<file path="src/rtl/dct_1d_sequencer.sv">
// dct_1d_sequencer
// Sequences one 8-point 1-D DCT on the shared 8-way MAC unit. An accepted
// 8-sample vector is held while coefficient rows k=0..7 are issued one per
// cycle. MAC results return MAC_LAT cycles later and are collected, in issue
// order, into the output vector, which is offered with a valid/ready handshake.
//
// Ports:
//   clk, reset_n       clock, asynchronous active-low reset
//   in_valid/in_ready  input vector handshake (ready only in IDLE)
//   in_data            8 samples, element i at [i*DATA_WIDTH +: DATA_WIDTH]
//   coeff_row_idx      row index to the external combinational coefficient table
//   coeff_row          coefficient row returned in the same cycle
//   mac_data/mac_coeff MAC operands (held vector / coeff_row pass-through)
//   mac_issue          operands meaningful this cycle
//   mac_result         MAC output, valid MAC_LAT cycles after issue
//   out_valid/out_ready result vector handshake
//   out_data           results, row k at [k*DATA_WIDTH +: DATA_WIDTH]
//   busy               not in IDLE
module dct_1d_sequencer #(
    parameter int DATA_WIDTH = 32,
    parameter int DATA_DEPTH = 8,
    parameter int MAC_LAT    = 1
) (
    input  logic                             clk,
    input  logic                             reset_n,
    input  logic                             in_valid,
    output logic                             in_ready,
    input  logic [DATA_WIDTH*DATA_DEPTH-1:0] in_data,
    output logic [2:0]                       coeff_row_idx,
    input  logic [DATA_WIDTH*DATA_DEPTH-1:0] coeff_row,
    output logic [DATA_WIDTH*DATA_DEPTH-1:0] mac_data,
    output logic [DATA_WIDTH*DATA_DEPTH-1:0] mac_coeff,
    output logic                             mac_issue,
    input  logic [DATA_WIDTH-1:0]            mac_result,
    output logic                             out_valid,
    input  logic                             out_ready,
    output logic [DATA_WIDTH*DATA_DEPTH-1:0] out_data,
    output logic                             busy
);

    localparam logic [1:0] S_IDLE   = 2'd0;
    localparam logic [1:0] S_ISSUE  = 2'd1;
    localparam logic [1:0] S_DRAIN  = 2'd2;
    localparam logic [1:0] S_OUTPUT = 2'd3;
    localparam logic [2:0] LAST     = 3'd7;

    logic [1:0]                           state_q, state_d;
    logic [2:0]                           k_q, k_d;
    logic [2:0]                           c_q, c_d;
    logic [DATA_WIDTH*DATA_DEPTH-1:0]     held_q, held_d;
    logic [DATA_DEPTH-1:0][DATA_WIDTH-1:0] res_q, res_d;
    logic [MAC_LAT-1:0]                   vld_pipe_q, vld_pipe_d;
    logic                                 cap;

    // The issue strobe delayed by MAC_LAT marks the cycle mac_result is valid.
    assign cap = vld_pipe_q[MAC_LAT-1];

    always_comb begin
        state_d = state_q;
        k_d     = k_q;
        c_d     = c_q;
        held_d  = held_q;
        res_d   = res_q;

        vld_pipe_d[0] = (state_q == S_ISSUE);
        for (int i = 1; i < MAC_LAT; i++) vld_pipe_d[i] = vld_pipe_q[i-1];

        if (cap) begin
            res_d[c_q] = mac_result;
            c_d        = c_q + 3'd1;
        end

        case (state_q)
            S_IDLE: begin
                if (in_valid) begin
                    held_d  = in_data;
                    k_d     = 3'd0;
                    c_d     = 3'd0;
                    state_d = S_ISSUE;
                end
            end
            S_ISSUE: begin
                // k stops at 7 so coeff_row_idx holds the last row in DRAIN.
                if (k_q == LAST) state_d = S_DRAIN;
                else             k_d     = k_q + 3'd1;
            end
            S_DRAIN: begin
                if (cap && c_q == LAST) state_d = S_OUTPUT;
            end
            default: begin
                if (out_ready) state_d = S_IDLE;
            end
        endcase
    end

    always_ff @(posedge clk or negedge reset_n) begin
        if (!reset_n) begin
            state_q    <= S_IDLE;
            k_q        <= '0;
            c_q        <= '0;
            held_q     <= '0;
            res_q      <= '0;
            vld_pipe_q <= '0;
        end else begin
            state_q    <= state_d;
            k_q        <= k_d;
            c_q        <= c_d;
            held_q     <= held_d;
            res_q      <= res_d;
            vld_pipe_q <= vld_pipe_d;
        end
    end

    assign in_ready      = (state_q == S_IDLE);
    assign mac_issue     = (state_q == S_ISSUE);
    assign out_valid     = (state_q == S_OUTPUT);
    assign busy          = (state_q != S_IDLE);
    assign coeff_row_idx = k_q;
    assign mac_data      = held_q;
    assign mac_coeff     = coeff_row;
    assign out_data      = res_q;

endmodule

</file>
<file path="config.mk">
export PLATFORM = sky130hd
export DESIGN_NAME = dct_1d_sequencer
export DESIGN_NICKNAME = d
export VERILOG_FILES = /design/src/rtl/dct_1d_sequencer.sv
export SDC_FILE = /design/constraint.sdc
export NUM_CORES = 1
export LEC_CHECK = 0
export CORE_AREA = 2 2 516 518
export DETAILED_ROUTE_END_ITERATION = 6
export DIE_AREA = 0 0 518 520
export GPL_TIMING_DRIVEN = 0
export PLACE_DENSITY = 0.32
export SYNTH_ARGS = -nofsm -noshare
export SYNTH_HDL_FRONTEND = slang
export SYNTH_SLANG_ARGS = --single-unit
</file>
<file path="constraint.sdc">
create_clock -name clk -period 1.7 [get_ports clk]
set_input_delay 0.34 -clock clk [delete_from_list [all_inputs] [get_ports clk]]
set_output_delay 0.34 -clock clk [all_outputs]
set_load 0.03 [all_outputs]
</file>
==> results.sh, run 1 <==
export IMPL_overflow=0
export IMPL_holdWs_ps=-138
export IMPL_period_needed_ps=2010
export IMPL_num_vias=16633
export IMPL_critPathLaunch="state_q[1]$_DFFE_PN0P_"
export IMPL_power_switching_share_pct=42.9
export IMPL_synth_distinct_cells=30
export IMPL_synth_edf_count=0
export IMPL_maxCapViolCount=0
export IMPL_worst_path_most_repeated_cell="buf_12"
export IMPL_ys_seq_area_share_pct=60.4
export IMPL_cp_num_buf_inv=5
export IMPL_final_max_slew_viol_count=0
export IMPL_clkSlewWorstSetupHoldPaths_ps=50
export IMPL_syn_avg_cell_area_sq_um=15.4
export IMPL_fmax_mhz=497
export IMPL_ys_async_sr_fraction_pct=100
export IMPL_fp_dieArea_sq_mm=0.269
export IMPL_crit_required_ps=2250
export IMPL_die_h_um=520
export IMPL_ys_ff_latch=521
export IMPL_violations="negative hold slack, negative setup slack"
export IMPL_grt_pass1_wl_mm=174
export IMPL_cts_max_level=3
export IMPL_vdd_drop_max_uv=795
export IMPL_setup_viol=274
export IMPL_wl_per_cell_um=21.6
export IMPL_postSynthCellCount=1406
export IMPL_dp_hpwl_mm=107
export IMPL_dr_pass1_iters=4
export IMPL_crit_path_max_incr_delay_ps=410
export IMPL_antenna_found_initial=36
export IMPL_drt_wl_total_mm=136
export IMPL_power_internal_mw=48.0
export IMPL_powerDensity_mw_per_mm2=2030
export IMPL_rows=189
export IMPL_tightest_slew_ps=1170
export IMPL_power_frac_seq_pct=26.6
export IMPL_path_cells="inv_2 > ha_4 > and2_4 > buf_12 > buf_12 > buf_16 > clkbuf_16 > mux2_4"
export IMPL_maxSlewHeadroom_pct=21.4
export IMPL_layout_commonest_cell="clkdlybuf4s50_1"
export IMPL_setup_slack_ps=-312
export IMPL_crit_type="reg -> reg"
export IMPL_pre_cts_ws_ps=-1250
export IMPL_hold_path_class="in -> async"
export IMPL_via_per_inst=2.64
export IMPL_cts_tree="built"
export IMPL_pwr_share_comb_pct=53.7
export IMPL_grt_max_degree=99
export IMPL_outcome="complete, but fails checks"
export IMPL_place_congestion=0.768
export IMPL_nets=3244
export IMPL_first_iter_violations=515
export IMPL_path_delay_family="buffers and inverters"
export IMPL_cts_sinks=521
export IMPL_power_leakage_nw=17.7
export IMPL_core_area_sq_mm=0.264
export IMPL_start_util_pct=8.18
export IMPL_cp_slowest_cell="dfrtp_1"
export IMPL_synth_fp_nets=1962
export IMPL_grt_pass1_vias=18086
export IMPL_finalPower_mw=84.1
export IMPL_clockBufferDepth=3
export IMPL_critPathMaxFanout=9
export IMPL_io_buffers=1066
export IMPL_start_kind="flop"
export IMPL_layout_common_cells="clkdlybuf4s50_1 (546), dfrtp_1 (504), buf_4 (381), buf_2 (302), mux2_2 (296)"
export IMPL_p_clk_share_pct=19.8
export IMPL_synth_ff_type="dfrtp_1"
export IMPL_finalHoldViolations=100
export IMPL_post_route_period_util_pct=118
export IMPL_hold_buffers=6
export IMPL_skew_ps=33.6
export IMPL_syn_area_sq_mm=0.0216
export IMPL_cts_root_buf="clkbuf_16"
export IMPL_cp_end_kind="flop"
export IMPL_drc_errors=0
export IMPL_rsz0062_at_grt="true"
export IMPL_power_switching_mw=36.1
export IMPL_pin_count=1323
export IMPL_r2r_start="state_q[1]$_DFFE_PN0P_"
export IMPL_final_layout_size_suffix_gt1_share_pct=59.3
export IMPL_die_x_um=518
export IMPL_antenna_left=0
export IMPL_grt_usage_pct=9.63
export IMPL_syn_to_final_growth_pct=92.2
export IMPL_cp_data_arrival_time_ps=2560
export IMPL_yosysWarningCount=0
export IMPL_cts_buffers=77
export IMPL_clock_latency_ps=700
[stage by stage]
| step | instances | cell area, sq um | util (%) | setup TNS (ps) | hold WS, ps |
|---|---|---|---|---|---|
| after floorplan | 1406 | 21600 | - | -4380 | 44.4 |
| after global placement | 6005 | 36700 | 13.9 | - | 474 |
| after detailed placement | 6011 | 36900 | 14.0 | -481440 | 267 |
| after CTS | 6248 | 40500 | 15.3 | -67230 | -179 |
| after global routing | 6282 | 41500 | 15.7 | -72750 | -146 |
| final | 6292 | 41500 | 15.7 | -56640 | -138 |
[flip-flops by register name, indices dropped and copies added (netlist names)]
register	count
c_q	3
out_data	256
coeff_row_idx	3
cap	1
mac_data	256
state_q	2
[power groups by stage]
stage / clock [mW] / sequential (mW) / combinational (mW)
finish: 16.6 / 22.4 / 45.2
global route: 18.0 / 23.2 / 47.8
CTS: 17.5 / 22.3 / 44.6
detailed placement: 0 / 22.1 / 42.9
global placement: 0 / 22.0 / 42.9
floorplan: 0 / 33.5 / 9.36
[logic make-up (layout without fill, tap and decap cells)]
group	after synthesis	in the layout	share of synthesized area [%]
and+or+nand+nor	33	33	1.11
xor gates and xnor gates	1	1	0.0406
buffers and inverters	319	1657	10.8
DFF	521	521	60.4
muxes	514	514	26.8
AOI/OAI and AO/OA	10	10	0.359
adders and majority gates	8	8	0.464
other	0	15	0
[what timing repair did]
item	in CTS	in global routing
setup buffers	84	23
hold endpoints to repair	193	153
pin swaps	8	10
cloned	15	12
gates resized for setup	3299	180
setup endpoints to repair	1026	542
[synth_stat cells (3+ instances only)]
master    number  area [sq um]
buf_2         21           105
nor3_1         6          30.0
dfrtp_1      521         13000
nand3b_1       5          37.5
a21boi_0       3          22.5
mux2_1         5          56.3
inv_1          5          18.8
nand2_1        4          15.0
nand4b_1       3          26.3
nor2_1         4          15.0
ha_1           8           100
buf_4        288          2160
mux2_2       507          5710
buf_6          4          45.0
[area by class of cell]
class	count	area [sq um]
Timing Repair Buffer	1210	11500
Clock inverter	19	282
Sequential cell	521	13100
Antenna cell	15	37.5
Clock buffer	116	2230
Inverter	5	21.3
Fill cell	29481	222000
Buffer	307	2810
Multi-Input combinational cell	566	7100
Tap cell	3533	4420
[per-layer routing]
| metal | vias up | global-route usage, % | routed length (um) |
|---|---|---|---|
| li1 | 7224 | - | - |
| met1 | 8325 | 10.9 | 53600 |
| met2 | 923 | 15.6 | 63000 |
| met3 | 149 | 5.05 | 15400 |
| met4 | 12 | 2.97 | 3850 |
| met5 | - | 0 | 82 |
[worst reg2reg max path: cells and delay by family (launching register included)]
| kind | cells | cell delay [ps] |
|---|---|---|
| adder cells (fa/ha/maj) | 1 | 190 |
| buffers and inverters | 5 | 850 |
| flip-flops | 1 | 410 |
| multiplexers | 1 | 300 |
| AND/OR/NAND/NOR | 1 | 160 |
[worst paths after layout]
path,depth (start not counted),slack [ps],to
worst max-delay path,8,-310,mac_data[17]$_DFFE_PN0P_
max in group asynchronous,7,300,mac_data[56]$_DFFE_PN0P_
worst max register to register,8,-310,mac_data[17]$_DFFE_PN0P_
worst min-delay path,4,-140,out_data[64]$_DFFE_PN0P_
min in group clk,2,260,mac_data[79]$_DFFE_PN0P_
worst min register to register,1,480,out_data[6]$_DFFE_PN0P_
Power figures use the tool's default switching activity.
==> inputs of run 2 (changes only) <==
Settings changed: CTS_CLUSTER_DIAMETER set to 40, RECOVER_POWER set to 100.
==> results.sh, run 2 (synthesized netlist as in run 1, its figures left out) <==
export IMPL_rsz0062_at_grt="true"
export IMPL_hold_path_class="in -> reg"
export IMPL_maxCapViolCount=0
export IMPL_wl_per_cell_um=21.7
export IMPL_vdd_drop_max_uv=919
export IMPL_setup_viol=560
export IMPL_dp_cells=6011
export IMPL_critPathMaxFanout=8
export IMPL_core_area_sq_mm=0.264
export IMPL_antenna_found_initial=26
export IMPL_power_switching_mw=40.5
export IMPL_maxSlewHeadroom_pct=33.1
export IMPL_drc_errors=0
export IMPL_violations="negative setup slack"
export IMPL_crit_required_ps=2380
export IMPL_layout_common_cells="clkdlybuf4s50_1 (546), dfrtp_1 (503), buf_6 (491), buf_4 (398), mux2_4 (283)"
export IMPL_grt_max_degree=99
export IMPL_grt_usage_pct=9.48
export IMPL_pin_count=1323
export IMPL_power_leakage_nw=20.6
export IMPL_cp_end_kind="flop"
export IMPL_power_frac_seq_pct=21.8
export IMPL_outcome="complete, but fails checks"
export IMPL_cp_data_arrival_time_ps=2690
export IMPL_nets=3401
export IMPL_layout_commonest_cell="clkdlybuf4s50_1"
export IMPL_power_switching_share_pct=37.8
export IMPL_via_per_inst=2.70
export IMPL_cts_sinks=521
export IMPL_cts_max_level=4
export IMPL_die_x_um=518
export IMPL_drt_wl_total_mm=141
export IMPL_start_kind="flop"
export IMPL_setup_tns_ps=-82020
export IMPL_cts_tree="built"
export IMPL_power_internal_mw=66.7
export IMPL_pwr_share_comb_pct=48.3
export IMPL_period_needed_ps=2010
export IMPL_final_max_slew_viol_count=0
export IMPL_final_layout_size_suffix_gt1_share_pct=62.2
export IMPL_pre_cts_ws_ps=-1250
export IMPL_clockBufferDepth=4
export IMPL_fillers=28974
export IMPL_cts_root_buf="clkbuf_16"
export IMPL_cts_buffers=162
export IMPL_holdWs_ps=153
export IMPL_start_util_pct=8.18
export IMPL_finalHoldViolations=0
export IMPL_fp_dieArea_sq_mm=0.269
export IMPL_num_vias=17586
export IMPL_crit_type="reg -> reg"
export IMPL_first_iter_violations=433
export IMPL_io_buffers=1066
export IMPL_overflow=0
export IMPL_die_h_um=520
export IMPL_stdcell_count=6511
export IMPL_dp_hpwl_mm=107
export IMPL_syn_to_final_growth_pct=121
export IMPL_r2r_worst_path_cells=8
export IMPL_dr_pass1_iters=4
export IMPL_p_clk_share_pct=29.9
export IMPL_rows=189
export IMPL_setup_slack_ps=-312
export IMPL_powerDensity_mw_per_mm2=2250
export IMPL_place_congestion=0.768
export IMPL_fmax_mhz=497
export IMPL_hold_path_depth=2
export IMPL_grt_pass1_wl_mm=173
export IMPL_fin_area_sq_mm=0.0477
export IMPL_antenna_left=0
export IMPL_skew_ps=32.8
export IMPL_place_area_sq_mm=0.0369
export IMPL_post_route_period_util_pct=118
export IMPL_clock_latency_ps=800
export IMPL_grt_pass1_vias=18316
export IMPL_clkSlewWorstSetupHoldPaths_ps=40
export IMPL_tightest_slew_ps=1000
run 2: repair_timing:
item	in CTS	in global routing
setup endpoints to repair	1026	1019
endpoints found under the hold margin	193	62
hold buffers	7	2
gates resized for setup	1059	3217
buffers inserted	19	138
pin swaps	4	4
cloned	0	39
run 2: power groups by stage:
| stage | Sequential [mW] | Combinational (mW) | Clock, mW |
|---|---|---|---|
| after floorplan | 33.5 | 9.36 | 0 |
| after global placement | 22.0 | 42.9 | 0 |
| after detailed placement | 22.1 | 42.9 | 0 |
| after CTS | 22.0 | 40.7 | 33.2 |
| after global routing | 24.2 | 54.4 | 33.8 |
| final | 23.4 | 51.7 | 32.0 |
run 2: metrics by stage:
stage	utilization (%)	power (mW)
floorplan	-	42.9
global placement	13.9	64.9
detailed placement	14.0	65.0
CTS	16.3	95.9
global route	18.1	112
finish	18.1	107
run 2: worst max-delay path, cell delays in order (launching register included):
cell and delay, ps:
dfrtp_1 410, inv_2 100, ha_4 190, and2_4 200
buf_16 170, clkbuf_16 240, buf_6 110, buf_12 120
mux2_4 290
run 2: routing by layer:
metal | global-route usage, % | share of wire, %
met3 | 4.79 | 11
met2 | 15.7 | 46
met5 | 0 | 0.0092
met4 | 2.53 | 2.6
met1 | 10.7 | 40
run 2: area by class of cell:
| class | count | area, sq um | share of cell area (%) |
|---|---|---|---|
| repair buffers | 1277 | 14200 | 29.7 |
| flip-flops and latches | 521 | 13100 | 27.4 |
| multi-input cells | 566 | 7320 | 15.3 |
| clock buffers | 218 | 4590 | 9.63 |
| well taps | 3533 | 4420 | 9.26 |
| plain buffers | 312 | 2960 | 6.19 |
| clock inverters | 73 | 1140 | 2.38 |
| inverters | 5 | 21.3 | 0.0446 |
| diodes | 6 | 15.0 | 0.0315 |
run 2: final timing paths:
kind	start	end	slack, ps
min in group asynchronous	reset_n	out_data[177]$_DFFE_PN0P_	340
hold reg to reg	out_data[94]$_DFFE_PN0P_	out_data[94]$_DFFE_PN0P_	520
hold / removal	in_data[17]	mac_data[17]$_DFFE_PN0P_	150
setup / recovery	state_q[0]$_DFFE_PN0P_	mac_data[136]$_DFFE_PN0P_	-310
setup reg to reg	state_q[0]$_DFFE_PN0P_	mac_data[136]$_DFFE_PN0P_	-310
max in group asynchronous	reset_n	mac_data[54]$_DFFE_PN0P_	-130
==> inputs of run 3 (changes only) <==
Settings changed: CORE_AREA 2 2 516 518 to 2 2 517 519, DIE_AREA 0 0 518 520 to 0 0 519 521.
==> results.sh, run 3 (synthesized netlist as in run 1, its figures left out) <==
export IMPL_cp_slowest_cell="dfrtp_1"
export IMPL_cts_max_level=4
export IMPL_cts_root_buf="clkbuf_16"
export IMPL_pin_count=1323
export IMPL_final_layout_size_suffix_gt1_share_pct=61.7
export IMPL_cts_tree="built"
export IMPL_die_x_um=519
export IMPL_grt_usage_pct=9.71
export IMPL_crit_required_ps=2330
export IMPL_seq_area_sq_mm=0.0131
export IMPL_dr_pass1_iters=4
export IMPL_cp_end_kind="flop"
export IMPL_path_cells="inv_2 > ha_4 > and2_4 > buf_16 > buf_12 > buf_16 > buf_12 > buf_12 > mux2_4"
export IMPL_via_per_inst=2.69
export IMPL_power_leakage_nw=20.0
export IMPL_overflow=0
export IMPL_cts_sinks=521
export IMPL_violations="negative hold slack, negative setup slack"
export IMPL_finalHoldViolations=125
export IMPL_rows=189
export IMPL_cts_buffers=160
export IMPL_grt_pass1_wl_mm=176
export IMPL_skew_ps=56.7
export IMPL_crit_path_max_incr_delay_ps=380
export IMPL_critPathMaxFanout=8
export IMPL_pre_cts_ws_ps=-1300
export IMPL_worst_path_most_repeated_cell="buf_12"
export IMPL_first_iter_violations=402
export IMPL_vdd_drop_max_uv=1100
export IMPL_clockBufferDepth=4
export IMPL_powerDensity_mw_per_mm2=2220
export IMPL_rsz0062_at_grt="true"
export IMPL_antenna_left=0
export IMPL_r2r_worst_path_cells=9
export IMPL_clkSlewWorstSetupHoldPaths_ps=40
export IMPL_post_route_period_util_pct=122
export IMPL_grt_max_degree=100
export IMPL_num_vias=17511
export IMPL_maxSlewHeadroom_pct=20.4
export IMPL_final_max_slew_viol_count=0
export IMPL_cp_data_arrival_time_ps=2700
export IMPL_outcome="complete, but fails checks"
export IMPL_die_h_um=521
export IMPL_grt_pass1_vias=18209
export IMPL_place_congestion=0.779
export IMPL_setup_slack_ps=-373
export IMPL_io_buffers=1066
export IMPL_fmax_mhz=482
export IMPL_setup_viol=282
export IMPL_fillers=29149
export IMPL_hold_path_class="in -> async"
export IMPL_multi_input_area_sq_mm=0.00697
export IMPL_fin_area_sq_mm=0.0465
export IMPL_layout_common_cells="clkdlybuf4s50_1 (546), dfrtp_1 (511), buf_6 (500), buf_4 (422), mux2_2 (323)"
export IMPL_antenna_found_initial=46
export IMPL_drt_wl_total_mm=138
export IMPL_tightest_slew_ps=1190
export IMPL_fin_util_pct=17.6
export IMPL_layout_commonest_cell="clkdlybuf4s50_1"
export IMPL_period_needed_ps=2070
export IMPL_holdWs_ps=-536
export IMPL_place_area_sq_mm=0.0368
export IMPL_start_kind="flop"
export IMPL_clock_latency_ps=790
export IMPL_crit_type="reg -> reg"
export IMPL_wl_per_cell_um=21.2
export IMPL_start_util_pct=8.16
export IMPL_fp_dieArea_sq_mm=0.270
export IMPL_dp_hpwl_mm=108
export IMPL_drc_errors=0
export IMPL_nets=3401
export IMPL_syn_to_final_growth_pct=115
export IMPL_maxCapViolCount=0
export IMPL_core_area_sq_mm=0.264
## run 3: cell count changes in the layout (fill, tap and decap cells not counted), sizes merged
| cell | delta |
|---|---|
| inv | -1 |
| clkinvlp | -1 |
| diode | +2 |
| buf | +33 |
| clkinv | -1 |
| clkbuf | -30 |
| bufinv | -9 |
| dlygate4sd3 | -2 |
## run 3: metal layers
metal  GRT usage (%)  vias to the layer above  wire length [um]
met5               0                        -                78
met4            2.95                       12              4210
met3            4.49                      240             15200
met2            15.5                      997             63400
met1            11.5                     8676             55200
li1                -                     7586                 -
## run 3: final timing paths
path	start	endpoint	slack, ps
min reg2reg	out_data[252]$_DFFE_PN0P_	out_data[252]$_DFFE_PN0P_	500
max	state_q[1]$_DFFE_PN0P_	mac_data[96]$_DFFE_PN0P_	-370
min	reset_n	out_data[118]$_DFFE_PN0P_	-540
min in group clk	in_data[239]	mac_data[239]$_DFFE_PN0P_	170
max reg2reg	state_q[1]$_DFFE_PN0P_	mac_data[96]$_DFFE_PN0P_	-370
max in group asynchronous	reset_n	coeff_row_idx[2]$_DFFE_PN0P_	0
## run 3: layout make-up
| cell class | instances | share of cell area, % |
|---|---|---|
| clock inverter | 61 | 1.61 |
| antenna | 8 | 0.0431 |
| sequential | 521 | 28.1 |
| timing repair buffer | 1282 | 29.8 |
| tap | 3533 | 9.51 |
| multi-input combinational | 566 | 15.0 |
| buffer | 309 | 6.20 |
| inverter | 5 | 0.0457 |
| clock buffer | 217 | 9.77 |
## run 3: stage by stage
step / total power, mW / setup TNS (ps) / cells / hold WS [ps]
global placement: 64.4 / - / 6005 / 470
global route: 108 / -132340 / 6496 / -531
finish: 103 / -70840 / 6502 / -536
CTS: 95.2 / -285910 / 6348 / -426
detailed placement: 64.4 / -550230 / 6011 / 469
floorplan: 42.9 / -4380 / 1406 / 44.4
## run 3: power breakdown
part	internal (mW)	leakage [nW]	switching (mW)	total, mW
clock	20.8	2.62	8.94	29.7
sequential	18.6	6.20	4.54	23.1
combinational	24.6	11.2	25.5	50.1
total	64.0	20.0	39.0	103
## run 3: worst max-delay path, delay by kind of cell (launching register included)
family / cells / cell delay (ps)
buffers and inverters: 6 / 800
adders and majority gates: 1 / 250
DFF: 1 / 380
and+or+nand+nor: 1 / 190
muxes: 1 / 300
## run 3: repair_timing
action / in CTS / in global routing
cloned: 20 / 7
pin swaps: 5 / 8
endpoints found under the hold margin: 97 / 102
buffers inserted: 39 / 153
setup endpoints to repair: 1129 / 1124
resized for setup: 1009 / 3114
